File: src/rtl/fwd_scoreboard.sv
// rtl/fwd_scoreboard.sv - forwarding and load-use hazard scoreboard for the EX operand muxes
//
// Tracks every accepted register-writing instruction through NSTG downstream
// stages (0 = MEM, 1 = WB, ...) and, per source operand, selects the youngest
// in-flight result once it is available, or raises a stall when it is not.
//
// Ports:
//   clk_i, rst_n_i      clock, synchronous active-low reset
//   flush_i             drop every tracked instruction and the one in the issue slot
//   issue_valid_i       instruction present in the issue slot
//   issue_we_i          it writes a register
//   issue_rd_i          its destination register
//   issue_rdy_i         first stage index whose stg_data holds its result
//   src_addr_i          source register addresses, operand i at [i*AW +: AW]
//   src_use_i           operand i is actually read
//   rf_data_i           register-file read data per operand
//   stg_data_i          result data held in stage k, at [k*DW +: DW]
//   fw_data_o           selected operand data
//   fw_hit_o            operand i taken from the pipeline
//   fw_stg_o            stage index forwarded from (0 when no hit)
//   stall_o             issue slot must hold
//   stall_cnt_o         saturating count of stall cycles

module fwd_scoreboard #(
  parameter int DW   = 32,
  parameter int AW   = 5,
  parameter int NSTG = 3,
  parameter int NSRC = 2,
  parameter int SW   = $clog2(NSTG) + 1
) (
  input  logic               clk_i,
  input  logic               rst_n_i,
  input  logic               flush_i,
  input  logic               issue_valid_i,
  input  logic               issue_we_i,
  input  logic [AW-1:0]      issue_rd_i,
  input  logic [SW-1:0]      issue_rdy_i,
  input  logic [NSRC*AW-1:0] src_addr_i,
  input  logic [NSRC-1:0]    src_use_i,
  input  logic [NSRC*DW-1:0] rf_data_i,
  input  logic [NSTG*DW-1:0] stg_data_i,
  output logic [NSRC*DW-1:0] fw_data_o,
  output logic [NSRC-1:0]    fw_hit_o,
  output logic [NSRC*SW-1:0] fw_stg_o,
  output logic               stall_o,
  output logic [15:0]        stall_cnt_o
);

  // Tracker: entry k holds the instruction accepted k+1 cycles ago.
  logic [NSTG-1:0] valid_q, valid_d;
  logic [NSTG-1:0] we_q;
  logic [AW-1:0]   rd_q  [NSTG];
  logic [SW-1:0]   rdy_q [NSTG];
  logic [15:0]     stall_cnt_q, stall_cnt_d;

  logic [NSRC-1:0] pending;
  logic [AW-1:0]   src;
  logic            found;
  logic [SW-1:0]   hit_stg;
  logic [SW-1:0]   hit_rdy;
  logic [DW-1:0]   hit_data;

  // Operand lookup and hazard detection.
  always_comb begin
    fw_data_o = rf_data_i;
    fw_hit_o  = '0;
    fw_stg_o  = '0;
    pending   = '0;
    src       = '0;
    found     = 1'b0;
    hit_stg   = '0;
    hit_rdy   = '0;
    hit_data  = '0;
    for (int i = 0; i < NSRC; i++) begin
      src      = src_addr_i[i*AW +: AW];
      found    = 1'b0;
      hit_stg  = '0;
      hit_rdy  = '0;
      hit_data = '0;
      // r0 is hardwired; a nonzero src also keeps rd==0 entries from matching.
      if (src_use_i[i] && (src != '0)) begin
        // Scan oldest to youngest so the youngest match is the one left standing.
        for (int k = NSTG - 1; k >= 0; k--) begin
          if (valid_q[k] && we_q[k] && (rd_q[k] == src)) begin
            found    = 1'b1;
            hit_stg  = SW'(k);
            hit_rdy  = rdy_q[k];
            hit_data = stg_data_i[k*DW +: DW];
          end
        end
      end
      if (found) begin
        if (hit_stg >= hit_rdy) begin
          fw_hit_o[i]             = 1'b1;
          fw_stg_o[i*SW +: SW]    = hit_stg;
          fw_data_o[i*DW +: DW]   = hit_data;
        end else begin
          // Youngest producer has not reached its result stage yet; an older
          // ready match must not be used instead.
          pending[i] = 1'b1;
        end
      end
    end
    stall_o = issue_valid_i && (|pending);
  end

  // Next-state for tracker valid bits and the stall counter.
  always_comb begin
    valid_d     = valid_q;
    stall_cnt_d = stall_cnt_q;
    if (flush_i) begin
      valid_d = '0;
    end else begin
      valid_d[0] = issue_valid_i && !stall_o;
      for (int k = 1; k < NSTG; k++) begin
        valid_d[k] = valid_q[k-1];
      end
    end
    if (stall_o && !flush_i && (stall_cnt_q != 16'hFFFF)) begin
      stall_cnt_d = stall_cnt_q + 16'd1;
    end
  end

  always_ff @(posedge clk_i) begin
    if (!rst_n_i) begin
      valid_q     <= '0;
      stall_cnt_q <= '0;
    end else begin
      valid_q     <= valid_d;
      stall_cnt_q <= stall_cnt_d;
    end
  end

  // Payload fields are only meaningful under valid, so they shift unreset.
  always_ff @(posedge clk_i) begin
    we_q[0]  <= issue_we_i;
    rd_q[0]  <= issue_rd_i;
    rdy_q[0] <= issue_rdy_i;
    for (int k = 1; k < NSTG; k++) begin
      we_q[k]  <= we_q[k-1];
      rd_q[k]  <= rd_q[k-1];
      rdy_q[k] <= rdy_q[k-1];
    end
  end

  assign stall_cnt_o = stall_cnt_q;

endmodule
File: config.mk
export PLATFORM = sky130hd
export DESIGN_NAME = fwd_scoreboard
export DESIGN_NICKNAME = d
export VERILOG_FILES = /design/src/rtl/fwd_scoreboard.sv
export SDC_FILE = /design/constraint.sdc
export NUM_CORES = 1
export LEC_CHECK = 0
export ABC_CLOCK_PERIOD_IN_PS = 5900
export CELL_PAD_IN_SITES_DETAIL_PLACEMENT = 0
export CELL_PAD_IN_SITES_GLOBAL_PLACEMENT = 1
export CORE_MARGIN = 4
export CORE_UTILIZATION = 26
export CTS_CLUSTER_DIAMETER = 80
export DETAILED_ROUTE_END_ITERATION = 10
export GPL_TIMING_DRIVEN = 0
export PLACE_DENSITY = 0.94
export SYNTH_ARGS = -nofsm -noshare
export SYNTH_HDL_FRONTEND = slang
export SYNTH_SLANG_ARGS = --single-unit
export TNS_END_PERCENT = 1
File: constraint.sdc
create_clock -name clk_i -period 5.9 [get_ports clk_i]
set_clock_uncertainty 0.1 [all_clocks]
set_input_delay 0.59 -clock clk_i [delete_from_list [all_inputs] [get_ports clk_i]]
set_output_delay 0.59 -clock clk_i [all_outputs]
set_load 0.01 [all_outputs]
# --- Word level (Yosys, flattened, before mapping) ---
# Memory sizes are Yosys's and may differ from the RTL's.
# Index checks and enable logic that the tools add are counted.
classes:
  n_reduce_logical: 21
  magnitude_cmp: 2
  bitwise: 1
  n_mux: 48
  add_sub_neg: 1
  eq_ne: 7
op_table:
  columns: ["cell", "count"]
  rows:
  - ["two-way mux 32 bit", 12]
  - ["two-way mux 3 bit", 18]
  - ["equality test 5 bit", 6]
  - ["adder 16 x 1 -> 16 bit, second input constant", 1]
  - ["two-way mux 1 bit", 16]
  - ["!= test 16 bit, second input constant", 1]
  - ["logical AND 1 bit", 15]
  - ["nonzero test 5 bit", 2]
  - [">= comparator 3 bit", 2]
  - ["two-way mux 2 bit", 2]
  - ["OR reduction 2 bit", 2]
  - ["logical NOT 1 bit", 2]
  - ["inverter 1 bit", 1]
word_totals:
  ram_bits: 24
  reg_bits: 22
  word_cells: 85
  memories: 2
  out_inout_bits: 89
memory_table:
  columns: ["memory", "words", "word_bits", "read_ports", "rd_ports_with_merged_regs", "write_ports", "line", "source"]
  rows:
  - ["rd_q", 3, 5, 3, 0, 3, "52", "logic [AW-1:0] rd_q [NSTG];"]
  - ["rdy_q", 3, 3, 3, 0, 3, "53", "logic [SW-1:0] rdy_q [NSTG];"]

# --- Depth between registers and ports, before layout ---
# Gate-level depths: netlist of the first run.
# An unclocked memory read counts as a cell.
depth:
  word_depth: 14
  mapped_depth: 18

# --- Least setup slack after synthesis of the first run ---
# No wires, ideal clock.
synth_path:
  path_type: "input -> output"
  startpoint: "in src_addr_i[5]"
  endpoint: "out fw_stg_o[4]"
  n_path_buf: 5
  path_stages: 17
  required_time_ps: 5210
  setup_slack_ps: 1548
  t_arrival_ps: 3662
  path_cell_list: "buf_2 xor2_1 nor4_1 and4_1 clkbuf_1 clkbuf_1 a221oi_1 nor3_1 ha_1 nand2b_1 a21oi_1 nor2_1 o2111ai_1 clkbuf_1 buf_2 inv_1 and2_1"
synth_via:
  elab_chain_len: 9
synth_rtl:
  columns: ["element", "line", "source"]
  rows:
  - ["from (decl)", "38", "input logic [NSRC*AW-1:0] src_addr_i,"]
  - ["equality test 5 bit", "84", "if (valid_q[k] && we_q[k] && (rd_q[k] == src)) begin"]
  - ["logical AND 1 bit", "84", null]
  - ["two-way mux 2 bit / two-way mux 3 bit (equally long branches)", "84", null]
  - ["two-way mux 3 bit (2 in a row)", "84", null]
  - ["two-way mux 3 bit", "81", "if (src_use_i[i] && (src != '0)) begin"]
  - [">= comparator 3 bit", "93", "if (hit_stg >= hit_rdy) begin"]
  - ["two-way mux 3 bit", "93", null]
  - ["two-way mux 3 bit (*)", "92", "if (found) begin"]
  - ["to (decl)", "44", "output logic [NSRC*SW-1:0] fw_stg_o,"]
# Mark *: on every way between the ends. The rest lies on a longest branch, timed or not.

# --- Worst setup path in the final report of the first run ---
layout_path:
  startpoint: "in src_addr_i[1]"
  endpoint: "out fw_data_o[13]"
layout_via:
  elab_chain_len: 9
layout_rtl:
  columns: ["element", "line", "source"]
  rows:
  - ["equality test 5 bit", "84", null]
  - ["logical AND 1 bit", "84", null]
  - ["two-way mux 2 bit / two-way mux 3 bit (equally long branches)", "84", null]
  - ["two-way mux 3 bit (2 in a row)", "84", null]
  - ["two-way mux 3 bit", "81", null]
  - [">= comparator 3 bit", "93", null]
  - ["two-way mux 32 bit", "93", null]
  - ["two-way mux 32 bit (*)", "92", null]
  - ["to (decl)", "42", "output logic [NSRC*DW-1:0] fw_data_o,"]
# Marks and branches as above.

==> qor.txt, run 1 <==
Status: finished, final reports clean
WHS: 0.251 ns
Pwr per Cell Area: 122 nW/um^2
Cell Area, Placed: 7020 um^2
Initial antenna violation count: 1
Placed Cells: 1028
DRC: 0
MaxCap Viol Count: 0
Design area: 7280 um^2
Ant. Diodes: 0
Fraction of final layout cells sized beyond drive strength 1: 5.82%
Final Hold Fails: 0
Detail Placement HPWL: 16.6 mm
Comb pwr share: 31.9%
Initial core utilization: 26.6%
Post-Synth Simple-Gate Area: 26.2%
Leakage Power: 2.68 nW
Vias: 5704
EDFF count, synth: 0
Utilization after layout: 47.7%
Combinational family with the most area after synthesis: compound AO/OA/AOI/OAI gates
First-pass GRT wire length: 32.3 mm
Switching Share: 26.1%
Clk buf depth: 2
Reg clk slew, reported paths: 0.07 ns
Mapped Area: 4050 um^2
Synth Instances: 546
TritonCTS clock tree: yes
XOR/XNOR Fraction of Synth Area: 7.35%
Mean Syn Cell Area: 7.42 um^2
Worst EP required: 5.21 ns
Library cells used by synthesis: 49
Clock latency on the worst-skew pair: 0.28 ns
Mux contribution to synthesized area: 0.988%
Switch Pwr: 0.000231 W
Crit path DAT: 5.02 ns
DR iter-0 viols: 373
Critical Path Fanout Max: 10
Die area: 17600 um^2
Adder-Cell Fraction of Synth Area: 1.54%
I/O pin total: 274
CTS root buf: clkbuf_16
Yosys warns: 0
Tcrit/Tclk final: 96.8%
Die Ht: 133 um
Remaining antenna violation count: 0
Compound-Gate Fraction of Synth Area: 35.0%
Top FF cell, synth: dfxtp_1
RSZ-0062 raised after global routing: true
Setup TNS: 0 ns
Async set-or-reset flop fraction in the synthesized netlist: 0%
Slew Limit Fails: 0
Int Pwr: 0.000655 W
Drt via density: 5.51
GRT Total Usage: 22.7%
F_max: 175 MHz
Cts hold-fix bufs: 0
Hold Crit Class: flip-flop to flip-flop
Site row count: 45
Grt total ovfl: 0
Worst slew pin tran: 0.582 ns
H-tree Lvls: 2
CP startpoint kind: primary input
Final nets: 1014
Crit. End Element: primary output
Flop pwr share: 37.3%
Routed WL: 21.4 mm
Tmin final: 5.71 ns
Post-route insts no fill: 1036
Number of synthesized register bits: 46
Clk network pwr share: 30.8%
Clock tree sinks: 46
Largest net degree at the start of global routing: 19
Die width: 133 um
Port Buffers: 270
Sequential area share after synthesis: 22.7%
Drt wl/cell: 20.7 um
Relative slew slack: 60.7%
DR pass1 iterations: 5
Area Overhead vs Synth: 79.6%
Routability cong.: 0.900
Core ar.: 15300 um^2
CTS buffer count: 5
Worst VDD drop: 0.125 mV
Setup Crit Path Kind: primary input to primary output
Vias in the first global route: 5696
Setup violators final: 0
[worst max-delay path, cell delays in order]
cell             delay, ns
clkdlybuf4s50_1       0.52
or4_1                 0.55
o21ai_1               0.26
clkbuf_2              0.31
clkbuf_2              0.33
nor3_1                0.12
ha_1                  0.28
nand2b_1              0.09
a21oi_1               0.09
nor2_1                0.09
nand3_1               0.15
clkbuf_1              0.31
o41ai_1               0.66
clkdlybuf4s50_1       0.66
[metrics by stage]
step / worst slack [ns] / power [W]
global route: -0.0466 / 0.000924
detailed placement: -0.730 / 0.000612
finish: 0.191 / 0.000885
CTS: 0.00114 / 0.000892
floorplan: 1.55 / 0.000409
global placement: -0.703 / 0.000611
[kinds of logic after synthesis]
group | Yosys count
AO/OA/AOI/OAI | 166
XOR/XNOR | 34
adder cells (fa/ha/maj) | 5
buffers and inverters | 60
flip-flops | 46
multiplexers | 4
other | 1
AND/OR/NAND/NOR | 230
[cells in the mapped netlist (4+ instances only)]
master	number	area [um^2]
a21oi_1	4	20.0
dfxtp_1	46	921
nor2_1	79	297
and2_1	10	62.6
nand3_1	12	60.1
o21ai_0	6	30.0
ha_1	5	62.6
a221oi_1	67	587
a21boi_1	6	45.0
xnor2_1	19	166
mux2i_1	4	40.0
or4_1	5	37.5
nand2_1	79	297
xor2_1	15	131
or3_1	6	37.5
clkbuf_1	42	158
inv_1	5	18.8
nand4_1	6	37.5
nor3_1	5	25.0
nand2b_1	7	43.8
and3_1	8	50.1
buf_2	6	30.0
o41ai_1	65	569
buf_1	4	15.0
[final timing paths]
check,cells past startpoint,from,endpoint,slack [ns]
worst max-delay path,14,src_addr_i[1],fw_data_o[13],0.19
worst min-delay path,0,we_q[1],we_q[2],0.25
worst max register to register,17,rd_q[0][9],stall_cnt_o[9],1.78
worst min register to register,0,we_q[1],we_q[2],0.25
[sequential cells by signal, summed over array words and instances, names as in the netlist]
name / cells
stall_cnt_o: 16
rd_q: 15
rdy_q: 9
valid_q: 3
we_q: 3
[power by group through the flow]
stage	clock network, W	logic, W	registers [W]
final	0.000273	0.000282	0.000330
after detailed placement	0	0.000275	0.000337
after global routing	0.000294	0.000299	0.000331
after floorplan	0	0.0000746	0.000335
after CTS	0.000282	0.000280	0.000330
after global placement	0	0.000275	0.000336
[cell type report]
| type | count | area, um^2 |
|---|---|---|
| well taps | 211 | 264 |
| inverters | 5 | 18.8 |
| plain buffers | 54 | 269 |
| fillers | 1528 | 7980 |
| repair buffers | 271 | 2720 |
| multi-input cells | 441 | 2940 |
| clock buffers | 5 | 125 |
| clock inverters | 3 | 21.3 |
| flip-flops and latches | 46 | 921 |
[cell usage in the layout (no fill, tap or decap), types with 3 or more instances in the layout]
cell type and count:
a21oi_1 3, clkbuf_2 7, buf_4 6, or4_1 5
dlymetal6s2s_1 3, a221oi_1 67, a221o_1 3, and2_1 10
nor3_1 5, clkbuf_16 5, buf_2 7, o41ai_1 63
clkdlybuf4s50_1 267, dfxtp_1 46, nand2b_1 7, inv_1 5
or3_1 6, xnor2_1 19, a21boi_1 6, nand3_1 12
nand2_1 79, nand4_1 6, and3_1 8, clkbuf_1 28
o31ai_1 3, nor2_1 78, mux2i_1 4, ha_1 5
clkbuf_4 6, xor2_1 15, o21ai_0 5
[timing repair]
action,in CTS,in global routing
buffers inserted,1,0
endpoints found under the setup margin,71,69
pin swaps,1,2
resized for setup,24,24
endpoints found under the hold margin,0,0
[layer usage]
| layer | up-vias | GRT usage [%] | part of all wire (%) |
|---|---|---|---|
| met4 | 2 | 7.27 | 2.9 |
| met2 | 308 | 39.3 | 48 |
| met5 | - | 0 | 0.042 |
| met1 | 2669 | 27.6 | 40 |
| li1 | 2673 | - | - |
| met3 | 52 | 5.36 | 8.9 |
Note: power is estimated with default switching activity, not from simulation.
==> run 2, diff against run 1 <==
MAX_ROUTING_LAYER = met4   (was not set)
==> run 2 against run 1 <==
Design area rose by 0.26%. Sequential share of layout area barely moved. Sequential power about the same. Total power is essentially flat. Utilization is 0.12 points higher. Combinational power barely moved. Setup slack better by 0.038 ns. Clock power about the same. First-iteration DRC count decreased by 7.2%. Cell count is 0.39% higher.
==> qor.txt, run 2 (synthesized netlist as in run 1, its figures left out) <==
Post-route insts no fill: 1040 (+0.39%)
RSZ-0062 raised after global routing: true
CTS root buf: clkbuf_16
Die width: 133 um (unchanged)
Critical Path Fanout Max: 10 (unchanged)
Fraction of final layout cells sized beyond drive strength 1: 5.92% (+0.10 points)
Fillcell total: 1522 (-0.39%)
Clk buf depth: 2 (unchanged)
Slew Limit Fails: 0 (unchanged)
Setup Crit Path Kind: primary input to primary output
Vias: 5669 (-0.61%)
Tmin final: 5.67 ns (-0.0376 ns)
GRT Total Usage: 23.3% (+0.62 points)
Leakage Power: 2.69 nW (+0.35%)
Placed Cells: 1028 (unchanged)
First-pass GRT wire length: 32.2 mm (-0.34%)
Reg clk slew, reported paths: 0.07 ns (about the same)
Utilization after layout: 47.8% (+0.12 points)
Commonest non-fill, non-tap cell in the layout: clkdlybuf4s50_1
Die Ht: 133 um (unchanged)
Vias in the first global route: 5710 (+0.25%)
Relative slew slack: 60.2% (-0.47 points)
Max reg flops: 16 (unchanged)
Dpl ws: -0.730 ns (unchanged)
Pwr per Cell Area: 121 nW/um^2 (-0.34%)
MaxCap Viol Count: 0 (unchanged)
Largest net degree at the start of global routing: 19 (unchanged)
Worst VDD drop: 0.125 mV (-0.20%)
F_max: 176 MHz (+0.66%)
Routed WL: 21.4 mm (-0.33%)
Area Overhead vs Synth: 80.1%
Core ar.: 15300 um^2 (unchanged)
Clock tree sinks: 46 (unchanged)
H-tree Lvls: 2 (unchanged)
Worst Slack Setup Final: 0.229 ns (+0.0376 ns)
CTS buffer count: 5 (unchanged)
TritonCTS clock tree: yes
Status: finished, final reports clean
Final nets: 1017 (+0.30%)
Site row count: 45 (unchanged)
Remaining antenna violation count: 0 (unchanged)
Setup violators final: 0 (unchanged)
Crit. End Element: primary output
Die area: 17600 um^2 (unchanged)
Drt via density: 5.45 (-1.0%)
Drt wl/cell: 20.6 um (-0.71%)
DR iter-0 viols: 346 (-7.2%)
Commonest cells after routing, fill and taps aside: clkdlybuf4s50_1 (267), nand2_1 (79), nor2_1 (78)
Cts hold-fix bufs: 0 (unchanged)
WHS: 0.250 ns (-0.00121 ns)
Tcrit/Tclk final: 96.1% (-0.64 points)
Port Buffers: 270 (unchanged)
Routability cong.: 0.916 (+1.7%)
Crit path DAT: 4.98 ns (-0.04 ns)
Worst EP required: 5.21 ns (about the same)
Clock latency on the worst-skew pair: 0.28 ns (about the same)
Final Hold Fails: 0 (unchanged)
Initial core utilization: 26.6% (unchanged)
Worst slew pin tran: 0.597 ns (+0.0146 ns)
Detail Placement HPWL: 16.6 mm (unchanged)
I/O pin total: 274 (unchanged)
DRC: 0 (unchanged)
Initial antenna violation count: 1 (unchanged)
Hold Crit Class: flip-flop to flip-flop
DR pass1 iterations: 5 (unchanged)
Grt total ovfl: 0 (unchanged)
CP startpoint kind: primary input
-- run 2: metrics by stage --
step,area [um^2],total power [W],setup TNS [ns]
finish,7300,0.000884,0
floorplan,4060,0.000409,0
global placement,7020,0.000611,-39.08
global route,7300,0.000924,-1.49
detailed placement,7020,0.000612,-39.82
CTS,7230,0.000892,0
-- run 2: report_power, final --
| part | internal, W | switching, W |
|---|---|---|
| clock | 0.000157 | 0.000116 |
| sequential | 0.000321 | 0.00000911 |
| combinational | 0.000177 | 0.000105 |
-- run 2: final cells by class --
class	count	area [um^2]	area share [%]
diodes	1	2.50	0.0343
plain buffers	54	265	3.64
clock buffers	5	125	1.71
clock inverters	3	21.3	0.291
inverters	5	18.8	0.257
multi-input cells	441	2940	40.3
flip-flops and latches	46	921	12.6
well taps	211	264	3.62
repair buffers	274	2740	37.6
-- run 2: worst max-delay path, stage by stage --
cell and delay [ns]:
clkdlybuf4s50_1 0.52, or4_1 0.55, o21ai_1 0.26, clkbuf_2 0.31, clkbuf_2 0.31, nor3_1 0.11, ha_1 0.28, nand2b_1 0.09
a21oi_1 0.09, nor2_1 0.10, nand3_1 0.15, clkbuf_1 0.30, o41ai_1 0.65, clkdlybuf4s50_1 0.66
-- run 2: metal layers --
metal  part of all wire [%]  GRT usage, %  vias up  wire length, um
met4                    3.0          7.74        0              639
met2                     48          39.1      278            10300
li1                       -             -     2681                -
met1                     40          27.5     2666             8620
met5                      0             -        -                0
met3                    8.6          5.32       44             1850
-- run 2: final timing paths --
path / startpoint / end / slack, ns / cells after the start
worst max-delay path: src_addr_i[1] / fw_data_o[13] / 0.23 / 14
worst min-delay path: we_q[1] / we_q[2] / 0.25 / 0
worst max register to register: rd_q[0][3] / stall_cnt_o[9] / 1.72 / 17
worst min register to register: we_q[1] / we_q[2] / 0.25 / 0
-- run 2: what timing repair did --
action                                  4_1_cts  5_1_grt
endpoints found under the setup margin       71       69
pin swaps                                     1        2
buffers inserted                              1        3
cloned                                        0        0
gates resized for setup                      24       19
==> run 3, diff against run 2 <==
ABC_AREA = 1   (was not set)
CORE_UTILIZATION = 27   (was 26)
PLACE_DENSITY = 0.95   (was 0.94)
==> run 3 against run 2 <==
Largest power group unchanged. Non-clock buffer count decreased by 7. Critical endpoint is now fw_data_o[52]. First-iteration DRC count is 9.5% higher. Largest cell class is now multi-input combinational cells. Register-to-register slack better by 0.63 ns. Sequential cell count did not move. Sequential share of layout area shrank 0.76 points. Synthesized cell count up 37%. Die area up 8.7%.
==> qor.txt, run 3 <==
EDFF count, synth: 0 (unchanged)
Initial core utilization: 27.6% (+1.1 points)
Cts hold-fix bufs: 0 (unchanged)
Cts repair resizes: 1 (-96%)
Reg clk slew, reported paths: 0.07 ns (about the same)
Worst EP required: 5.21 ns (about the same)
Commonest cells after routing, fill and taps aside: clkdlybuf4s50_1 (271), nand2_1 (169), inv_1 (111)
Number of synthesized register bits: 46 (unchanged)
Drt wl/cell: 17.8 um (-13%)
Status: finished, final reports clean
Top FF cell, synth: dfxtp_1
Top delay family on crit path: buffers and inverters
TritonCTS clock tree: yes
Crit path DAT: 4.85 ns (-0.13 ns)
Dpl ws: 0.00158 ns (+0.732 ns)
CP startpoint kind: primary input
Critical Path Fanout Max: 10 (unchanged)
Setup TNS: 0 ns (unchanged)
Yosys warns: 0 (unchanged)
Worst slew pin tran: 0.752 ns (+0.156 ns)
RSZ-0062 raised after global routing: false
Relative slew slack: 49.9% (-10 points)
Initial antenna violation count: 1 (unchanged)
CTS root buf: clkbuf_16
Area share of the largest cell type after synthesis: 20.0% (-2.7 points)
Buf/Inv on CP: 8 (+3)
Die area: 19200 um^2 (+8.7%)
GRT Total Usage: 22.3% (-0.98 points)
Placed Cells: 1238 (+20%)
Largest net degree at the start of global routing: 16 (-3)
Setup Crit Path Kind: primary input to primary output
H-tree Lvls: 2 (unchanged)
Async set-or-reset flop fraction in the synthesized netlist: 0% (unchanged)
Final Hold Fails: 0 (unchanged)
Critical Path Slowest Stage Cell: clkdlybuf4s50_1
CTS buffer count: 5 (unchanged)
Clock latency on the worst-skew pair: 0.28 ns (about the same)
Sequential area share after synthesis: 20.0% (-2.7 points)
Routed WL: 22.2 mm (+3.8%)
Slew Limit Fails: 0 (unchanged)
Tmin final: 5.54 ns (-0.130 ns)
Vias in the first global route: 6100 (+6.8%)
Worst path max stage delay: 0.64 ns (-0.02 ns)
Area Overhead vs Synth: 68.9%
Vias: 6206 (+9.5%)
Most common cell in the netlist: nand2_1
Routability cong.: 0.935 (+2.1%)
Area leader, netlist: dfxtp_1
Grt total ovfl: 0 (unchanged)
Synth Instances: 746 (+37%)
Remaining antenna violation count: 0 (unchanged)
WHS: 0.246 ns (-0.00328 ns)
I/O pin total: 274 (unchanged)
Pwr per Cell Area: 120 nW/um^2 (-1.4%)
Core ar.: 16600 um^2 (+9.1%)
Crit-path cells: clkdlybuf4s50_1 -> inv_2 -> nand2_1 -> nand2_1 -> nor2_1 -> nand2_1 -> nor2_2 -> inv_2 -> clkbuf_1 -> buf_2 -> o21ai_0 -> a21oi_1 -> ha_1 -> o21ai_0 -> nand2_1 -> nand2_1 -> nor2_2 -> inv_2 -> clkbuf_1 -> nand2_1 -> o21ai_0 -> clkdlybuf4s50_1
Site row count: 47 (+4.4%)
Die Ht: 139 um (+4.3%)
Mapped Area: 4600 um^2 (+14%)
Commonest non-fill, non-tap cell in the layout: clkdlybuf4s50_1
Leakage Power: 3.27 nW (+22%)
Drt via density: 4.98 (-8.6%)
DR pass1 iterations: 5 (unchanged)
Largest cells by area after synthesis: dfxtp_1 (20%), nand2_1 (14%), o221ai_1 (13%), o211ai_1 (11%), inv_1 (9.1%)
Library cells used by synthesis: 33 (-33%)
Detail Placement HPWL: 17.8 mm (+7.1%)
Leading cell types by count after synthesis: nand2_1 (170), inv_1 (111), o21ai_0 (77)
Clk buf depth: 2 (unchanged)
DRC: 0 (unchanged)
Mean Syn Cell Area: 6.17 um^2 (-17%)
Max reg flops: 16 (unchanged)
Final nets: 1214 (+19%)
Fraction of final layout cells sized beyond drive strength 1: 7.61% (+1.7 points)
Die width: 139 um (+4.3%)
DR iter-0 viols: 379 (+9.5%)
Hold Crit Class: flip-flop to flip-flop
First-pass GRT wire length: 33.9 mm (+5.2%)
Post-route insts no fill: 1246 (+20%)
Post-CTS setup buffer count: 0 (-1)
Port Buffers: 271 (+0.37%)
Tcrit/Tclk final: 93.9% (-2.2 points)
Crit. End Element: primary output
Most used cell, CP: nand2_1
Clock tree sinks: 46 (unchanged)
Worst VDD drop: 0.129 mV (+3.4%)
Setup violators final: 0 (unchanged)
F_max: 180 MHz (+2.4%)
Worst Slack Setup Final: 0.359 ns (+0.130 ns)
MaxCap Viol Count: 0 (unchanged)
[run 3: stage by stage]
stage                     instance area (um^2)  utilization [%]  power, W
after floorplan                           4600                -  0.000416
after global placement                    7590             45.6  0.000612
after detailed placement                  7590             45.6  0.000614
after CTS                                 7760             46.6  0.000938
after global routing                      7770             46.7  0.000972
final                                     7770             46.7  0.000929
[run 3: worst paths after layout]
kind	endpoint	start	depth (start not counted)	slack, ns
setup / recovery	fw_data_o[52]	src_addr_i[8]	22	0.36
hold / removal	rdy_q[0][5]	rdy_q[0][2]	0	0.25
setup reg to reg	stall_cnt_o[9]	rd_q[0][9]	20	2.35
hold reg to reg	rdy_q[0][5]	rdy_q[0][2]	0	0.25
[run 3: cell type report]
class	instances	area, um^2
fill	1739	8870
multi-input combinational	522	2980
timing repair buffer	271	2710
sequential	46	921
inverter	128	480
tap	220	275
buffer	50	226
clock buffer	5	125
clock inverter	3	43.8
antenna	1	2.50
[run 3: kinds of logic (layout without fill, tap and decap cells)]
kind of cell             count (synthesis)  after routing  synth area share (%)
buffers and inverters                  179            457                  15.3
other                                    1              3                0.0815
flip-flops                              46             46                  20.0
XOR/XNOR                                15             15                  2.86
AND/OR/NAND/NOR                        269            269                  25.3
adder cells (fa/ha/maj)                  5              5                  1.36
AO/OA/AOI/OAI                          231            231                  35.0
[run 3: power breakdown]
part	switching, W	internal [W]	total, W
clock network	0.000120	0.000201	0.000320
registers	0.00000710	0.000321	0.000328
logic	0.000110	0.000170	0.000280
[run 3: layer usage]
metal  part of all wire [%]  vias up  routed length [um]  track usage [%]
li1                       -     3110                   -                -
met1                     40     2814                8980             25.8
met2                     50      253               11100             39.5
met3                    7.3       29                1630             4.52
met4                    2.2        0                 486             5.51
met5                      0        -                   0                -
